==> src/rtl/gcd_ctrl_8_bit_if.sv <==
// Operand/result bundle between the GCD engine and its host.
// The host drives start and operands; the engine returns status, result and iteration count.
interface gcd_ctrl_8_bit_if;
  logic       start;
  logic [7:0] a_in;
  logic [7:0] b_in;
  logic       busy;
  logic       done;
  logic [7:0] result;
  logic [7:0] iter_cnt;

  modport master (
    output start, a_in, b_in,
    input  busy, done, result, iter_cnt
  );

  modport slave (
    input  start, a_in, b_in,
    output busy, done, result, iter_cnt
  );
endinterface

==> src/rtl/gcd_ctrl_8_bit.sv <==
// Subtraction-based 8-bit GCD engine: n subtractions take n+1 busy cycles, then done holds.
// start is only accepted in IDLE/DONE; requests made while busy are dropped.
module comp_8_bit (
  input  logic [7:0] a,
  input  logic [7:0] b,
  output logic       gt,
  output logic       eq,
  output logic       lt
);
  assign gt = (a > b);
  assign eq = (a == b);
  assign lt = (a < b);
endmodule

module gcd_ctrl_8_bit (
  input  logic              clk,
  input  logic              rst,
  gcd_ctrl_8_bit_if.slave   bus
);
  typedef enum logic [1:0] {IDLE, BUSY, DONE} state_t;

  state_t     state, state_nx;
  logic [7:0] a_q, b_q, a_nx, b_nx;
  logic [7:0] res_q, res_nx;
  logic [7:0] cnt_q, cnt_nx;
  logic       a_gt_b, a_eq_b, a_lt_b;

  comp_8_bit u_comp (
    .a  (a_q),
    .b  (b_q),
    .gt (a_gt_b),
    .eq (a_eq_b),
    .lt (a_lt_b)
  );

  always_ff @(posedge clk) begin
    if (rst) begin
      state <= IDLE;
      a_q   <= 8'd0;
      b_q   <= 8'd0;
      res_q <= 8'd0;
      cnt_q <= 8'd0;
    end else begin
      state <= state_nx;
      a_q   <= a_nx;
      b_q   <= b_nx;
      res_q <= res_nx;
      cnt_q <= cnt_nx;
    end
  end

  always_comb begin
    state_nx = state;
    a_nx     = a_q;
    b_nx     = b_q;
    res_nx   = res_q;
    cnt_nx   = cnt_q;
    case (state)
      IDLE, DONE: begin
        if (bus.start) begin
          a_nx     = bus.a_in;
          b_nx     = bus.b_in;
          cnt_nx   = 8'd0;
          state_nx = BUSY;
        end
      end
      BUSY: begin
        // Zero checks precede the comparator so gcd(0,0) resolves to B=0.
        if (~|a_q) begin
          res_nx   = b_q;
          state_nx = DONE;
        end else if (~|b_q) begin
          res_nx   = a_q;
          state_nx = DONE;
        end else if (a_eq_b) begin
          res_nx   = a_q;
          state_nx = DONE;
        end else if (a_gt_b) begin
          a_nx   = a_q - b_q;
          cnt_nx = cnt_q + 8'd1;
        end else if (a_lt_b) begin
          b_nx   = b_q - a_q;
          cnt_nx = cnt_q + 8'd1;
        end
      end
      default: state_nx = IDLE;
    endcase
  end

  assign bus.busy     = (state == BUSY);
  assign bus.done     = (state == DONE);
  assign bus.result   = res_q;
  assign bus.iter_cnt = cnt_q;
endmodule

==> src/flat_wrapper.sv <==
// flat-port wrapper written by rule: the top's interface ports become plain ports
module gcd_ctrl_8_bit_flat 
  (clk, rst, bus_start, bus_a_in, bus_b_in, bus_busy, bus_done, bus_result, bus_iter_cnt);
  gcd_ctrl_8_bit_if bus_i ();
  input  logic clk;
  input  logic rst;
  input wire logic [$bits(bus_i.start)-1:0] bus_start;
  input wire logic [$bits(bus_i.a_in)-1:0] bus_a_in;
  input wire logic [$bits(bus_i.b_in)-1:0] bus_b_in;
  output wire logic [$bits(bus_i.busy)-1:0] bus_busy;
  output wire logic [$bits(bus_i.done)-1:0] bus_done;
  output wire logic [$bits(bus_i.result)-1:0] bus_result;
  output wire logic [$bits(bus_i.iter_cnt)-1:0] bus_iter_cnt;
  assign bus_i.start = bus_start;
  assign bus_i.a_in = bus_a_in;
  assign bus_i.b_in = bus_b_in;
  assign bus_busy = bus_i.busy;
  assign bus_done = bus_i.done;
  assign bus_result = bus_i.result;
  assign bus_iter_cnt = bus_i.iter_cnt;
  gcd_ctrl_8_bit u_core (.clk(clk), .rst(rst), .bus(bus_i));
endmodule
==> config.mk <==
export PLATFORM = sky130hd
export DESIGN_NAME = gcd_ctrl_8_bit_flat
export DESIGN_NICKNAME = d
export VERILOG_FILES = /design/src/rtl/gcd_ctrl_8_bit_if.sv /design/src/rtl/gcd_ctrl_8_bit.sv /design/src/flat_wrapper.sv
export SDC_FILE = /design/constraint.sdc
export NUM_CORES = 1
export LEC_CHECK = 0
export CAP_MARGIN = 10
export CORE_AREA = 2 2 83 85
export CTS_BUF_LIST = sky130_fd_sc_hd__clkbuf_16
export DETAILED_ROUTE_END_ITERATION = 8
export DIE_AREA = 0 0 85 87
export SLEW_MARGIN = 20
export SYNTH_ARGS = -nofsm -noshare
export SYNTH_HDL_FRONTEND = slang
export SYNTH_SLANG_ARGS = --single-unit
==> constraint.sdc <==
create_clock -name clk -period 3 [get_ports clk]
set_clock_uncertainty 0.2 [all_clocks]
set_input_delay 0.45 -clock clk [delete_from_list [all_inputs] [get_ports clk]]
set_output_delay 0.45 -clock clk [all_outputs]
set_load 0.01 [all_outputs]
* Word-level counts from Yosys, hierarchy flattened
Index checks and enable logic that the tools add are counted.
** Storage, ports and cells
- Bits in registers :: 34
- Memories kept :: 0
- Bits in writable memories :: 0
- Output and inout port bits :: 18
- Logic and storage cells :: 61
- Latch bits :: 0
- Bits of input ports :: 19
- ROM bits :: 0
** Cells by class
- Eq/ne operators :: 13
- Bitwise logic cells :: 0
- Add/subtract/negate cells :: 3
- Multiplexer cells :: 28
- Reductions and logical operators :: 10
- Div/mod/pow operators :: 0
- Order comparisons :: 2
- Shifts and indexed selects :: 0
- $mul :: 0
** Operators with widths (count)
- two-way mux 8 bit :: 20
- one-hot mux 8 bit (2 select lines) :: 3
- OR reduction 8 bit :: 2
- subtractor 8 bit :: 2
- AND reduction 6 bit :: 2
- adder 8 x 1 -> 8 bit, second input constant :: 1
- equality test 8 bit :: 1
- > comparator 8 bit :: 1
- less-than comparator 8 bit :: 1
- two-way mux 2 bit :: 4
- inequality test 2 x 1 -> 1 bit, second input constant :: 4
- AND reduction 7 bit :: 1
- inequality test 2 bit, second input constant :: 3
- inequality test 4 x 3 -> 1 bit, second input constant :: 1
- one-hot mux 2 bit (2 select lines) :: 1
- AND reduction 2 bit :: 2
- inequality test 3 x 1 -> 1 bit, second input constant :: 1
- inequality test 3 x 2 -> 1 bit, second input constant :: 1
- equality test 2 x 1 -> 1 bit, second input constant :: 1
- equality test 2 bit, second input constant :: 1
- zero test 2 bit :: 1
- nonzero test 2 bit :: 1
- OR reduction 2 bit :: 1

* Logic depth before layout (Yosys ltp)
- Word-level depth :: 7
- Mapped depth :: 11
- Depth with buffers taken out :: 8

* By module
Synthesis repeated with hierarchy kept, for this count alone.
** Second synthesis, totals
- Cells, all modules :: 324
- Area total of the unflattened synthesis :: 2626.3 µm²
** Modules (own cells, without submodules)
- gcd_ctrl_8_bit :: area each 2401.1 µm², cells an instance 295, seq. area each 680.7 µm², times used 1
- comp_8_bit :: area each 225.2 µm², cells an instance 29, seq. area each 0.0 µm², times used 1

* Worst setup path before layout
No wires, ideal clock.
- Kind :: register -> register
- From :: reg u_core.a_q[0]
- To :: reg u_core.b_q[7]
- Arrival :: 2.178 ns
- Library setup time :: 0.119 ns
- Required time :: 2.681 ns
- Cell stages (with the launch flop) :: 10
- Clock period less this slack :: 2.496 ns
- Setup slack :: 0.504 ns
- Buffers on the path :: 1
- Cells stage by stage :: dfxtp_1 -> inv_1 -> ha_1 -> fa_1 -> nand2b_1 -> a211oi_1 -> o21ai_2 -> and3_1 -> buf_6 -> o221a_1
** On the way
- Word-level cells in the longest chain between the ends :: 7
- Elaborated cells on any way between the ends :: 16
- Those cells by class :: 1 x add/sub; 2 x order compare; 5 x eq/ne; 6 x mux; 2 x reduce/logical
** Ends and longest elaborated chain
- start, declared :: line gcd_ctrl_8_bit.sv:23 : logic [7:0] a_q, b_q, a_nx, b_nx;
- start signal, assigned :: line gcd_ctrl_8_bit.sv:45 : a_q <= a_nx;
- subtractor 8 bit :: line gcd_ctrl_8_bit.sv:82 : b_nx = b_q - a_q;
- two-way mux 8 bit :: line gcd_ctrl_8_bit.sv:81 : end else if (a_lt_b) begin
- two-way mux 8 bit :: line gcd_ctrl_8_bit.sv:78 : end else if (a_gt_b) begin
- two-way mux 8 bit :: line gcd_ctrl_8_bit.sv:75 : end else if (a_eq_b) begin
- two-way mux 8 bit :: line gcd_ctrl_8_bit.sv:72 : end else if (~|b_q) begin
- two-way mux 8 bit :: line gcd_ctrl_8_bit.sv:69 : if (~|a_q) begin
- one-hot mux 8 bit (2 select lines) :: line gcd_ctrl_8_bit.sv:58 : case (state)
- end signal, assigned :: line gcd_ctrl_8_bit.sv:46 : b_q <= b_nx;
- end, declared :: line gcd_ctrl_8_bit.sv:23
Parallel ways exist; a longest one is shown, timed or not. The select of a mux whose other input is x is not followed.
A chain may end at the register's enable or synchronous reset.

* Worst setup path after layout
Same ends and word-level chain as after synthesis.

==> flow_metrics.py <==
metrics = {
    "placed_design": {
        "gp_congestion": 0.935,
        "dpl.hpwl_um": 5320,
        "portBuffers": 36,
    },
    "hold_path": {
        "worstHoldStart": "u_core.bus.iter_cnt[7]$_SDFFE_PP0P_",
        "min_path_type": "reg2reg",
    },
    "worst_setup_path": {
        "path_cells": "inv_1, ha_1, fa_1, nand2b_1, a211oi_1, o21ai_2, and3_1, o221a_1",
        "slowest_delay_ns": 0.44,
        "crit_path_max_fanout": 9,
        "worstSetupEndpointType": "flip-flop",
        "critPathLaunch": "u_core.a_q[0]$_SDFFE_PP0P_",
        "rr_startpoint": "u_core.a_q[0]$_SDFFE_PP0P_",
        "cp.required_ns": 2.97,
        "cp-start-kind": "flip-flop",
        "slowest_stage": "dfxtp_1",
        "crit_family": "compound AO/OA/AOI/OAI gates",
        "crit_type": "reg2reg",
        "crit_arrival_ns": 2.74,
        "critPathBufInv": 1,
    },
    "floorplanning": {
        "num_rows": 30,
        "dieHeight_um": 87,
        "initial_core_util_pct": 38.1,
        "core_area_mm2": 0.00657,
        "die_x_um": 85,
        "num_io_pins": 37,
        "die_area_mm2": 0.00740,
    },
    "global_route": {
        "antenna_found_initial": 0,
        "grt_use_total_pct": 20.4,
        "grt_pass1_vias": 2422,
        "grt_first_pass_wirelength_um": 12000,
        "grt_start_max_net_pins": 30,
        "overflow": 0,
    },
    "synth": {
        "ys_types": 52,
        "synth-compound-area-share_pct": 33.6,
        "synth-simple-area-share_pct": 20.8,
        "synth_top_family_by_area": "compound AO/OA/AOI/OAI gates",
        "synth_fa_ha_area_share_pct": 9.60,
        "synth_area_mm2": 0.00250,
        "syn_nets": 341,
        "yosysWarnings": 0,
        "synthArstFlopShare_pct": 0,
        "syn_inst": 304,
        "muxShareOfSynthArea_pct": 0.400,
        "ys_seq_elements": 34,
        "synthFlopType": "dfxtp_1",
        "ys_seq_area_share_pct": 27.2,
        "synthXorXnorAreaFrac_pct": 0,
        "avgSynthCellArea_um2": 8.24,
        "synth_edf_count": 0,
    },
    "finish": {
        "num_antenna_cells": 0,
        "drive_above_1_share_pct": 12.6,
        "fin_nets": 378,
        "finish.utilization_pct": 47.7,
        "area_growth_pct": 25.0,
    },
    "pwr": {
        "power_mw": 4.08,
        "p_leak_nw": 1.13,
        "peakVddDrop_mv": 0.669,
        "cellPowerDensity_mw_per_mm2": 1300,
    },
    "clocking": {
        "ctsResizeCount": 0,
        "clk_pin_slew_worst_paths_ns": 0.06,
        "clock_sinks": 34,
        "root_buffer": "clkbuf_16",
        "numCtsBuffers": 5,
        "post_cts_buffers": 0,
        "postCtsHoldBufs": 0,
        "cts_tree": "done",
        "cts_max_level": 2,
        "insertion_delay_ns": 0.28,
        "cts_buffer_depth": 2,
    },
    "sta": {
        "max_freq_mhz": 360,
        "fin_setup_tns_ns": 0,
        "fin_crit_ns": 2.77,
        "max-slew-margin-rel_pct": 61.3,
        "fin_crit_sh_pct": 92.5,
        "rsz0062_at_grt": "no",
        "final-hold-violation-count": 0,
        "worstMarginPinSlew_ns": 0.580,
        "slew_violations": 0,
        "final-setup-viol-count": 0,
    },
    "detailed_routing": {
        "detail-route-antenna-nets": 0,
        "drc_errors": 0,
        "vias_per_cell": 5.76,
        "first_iter_violations": 153,
        "drt_wl_total_um": 7140,
        "vias": 2430,
        "firstDrtPassIters": 4,
        "wire_per_inst_um": 16.9,
    },
    "outcome": {
        "status": "completed",
    },
    "job": {
        "drv_cap": 0,
    },
}
[metrics by stage]
step | hold WS (ns) | instances | area [um^2] | worst slack [ns]
2_1_floorplan | 0.287 | 304 | 2500 | 0.504
3_3_place_gp | 0.264 | 414 | 2940 | 0.383
3_5_place_dp | 0.266 | 414 | 2940 | 0.292
4_1_cts | 0.275 | 422 | 3130 | 0.251
5_1_grt | 0.305 | 422 | 3130 | 0.0411
6_report | 0.272 | 422 | 3130 | 0.226
[state kept, by name, summed over array words and instances (netlist names)]
name / count
u_core.a_q: 8
u_core.b_q: 8
u_core.bus.iter_cnt: 8
u_core.bus.result: 8
u_core.state: 2
[power breakdown]
group          total, mW  leakage [nW]  switching, mW  internal (mW)
Sequential         0.791         0.279          0.176          0.615
Combinational       2.62         0.764           1.55           1.07
Clock              0.664        0.0915          0.192          0.473
Total               4.08          1.13           1.92           2.16
[synth_stat cells (7+ instances only)]
master	instances	share of area, %
clkbuf_1	9	1.3
nor2_1	25	3.7
a211oi_2	8	4.0
ha_1	16	8.0
nand2b_1	9	2.2
nand2_1	17	2.5
dfxtp_1	34	27
a31oi_1	17	4.2
inv_1	19	2.8
a211oi_1	16	4.8
o21ai_0	12	2.4
nor3_1	7	1.4
a21oi_1	28	5.6
[cell type report]
type | instances | area, um^2
inverters | 20 | 75.1
clock inverters | 3 | 63.8
repair buffers | 51 | 473
clock buffers | 5 | 125
multi-input cells | 229 | 1610
well taps | 80 | 100
fillers | 653 | 3440
flip-flops and latches | 34 | 681
[logic make-up (layout without fill, tap and decap cells)]
kind of cell    count (synthesis)  after routing
compound gates                113            113
simple gates                   97             97
buf+inv                        41             79
flops                          34             34
fa+ha+maj                      18             18
mux                             1              1
[layout by cell type, fill, tap and decap left out, drive strengths merged, types with 3 or more instances in the layout]
cell           synthesis  layout
dfxtp                 34      34
and3                   3       3
o21ai                 13      13
o31ai                  3       3
inv                   20      20
nand3                  4       4
a21oi                 29      29
ha                    16      16
nand4                  6       6
o221a                  3       3
nor2b                  3       3
a311oi                 7       7
o31a                   4       4
a31oi                 18      18
nand2b                 9       9
or4                    3       3
nor3                   7       7
clkbuf                 9       5
buf                   12      15
nor4                   6       6
nand2                 17      17
nor2                  25      25
nand3b                 5       5
clkdlybuf4s50          0      36
a211oi                24      24
[per-layer routing]
layer	share of wire, %	track usage, %
met1	48	28.1
met2	45	32.5
met3	4.1	3.41
met4	2.2	6.93
met5	0	0
[worst register-to-register path: cells and delay by family (launching register included)]
family	cells	cell delay, ns
AOI/OAI and AO/OA	3	0.82
adders and majority gates	2	0.59
buffers and inverters	1	0.07
DFF	1	0.44
and+or+nand+nor	2	0.55
[worst paths after layout]
kind | endpoint | slack (ns) | cells past startpoint
hold reg to reg | u_core.bus.iter_cnt[7]$_SDFFE_PP0P_ | 0.27 | 2
hold / removal | u_core.bus.iter_cnt[7]$_SDFFE_PP0P_ | 0.27 | 2
setup reg to reg | u_core.b_q[7]$_SDFFE_PP0P_ | 0.23 | 8
setup / recovery | u_core.b_q[7]$_SDFFE_PP0P_ | 0.23 | 8
(Power assumes the default switching activity.)
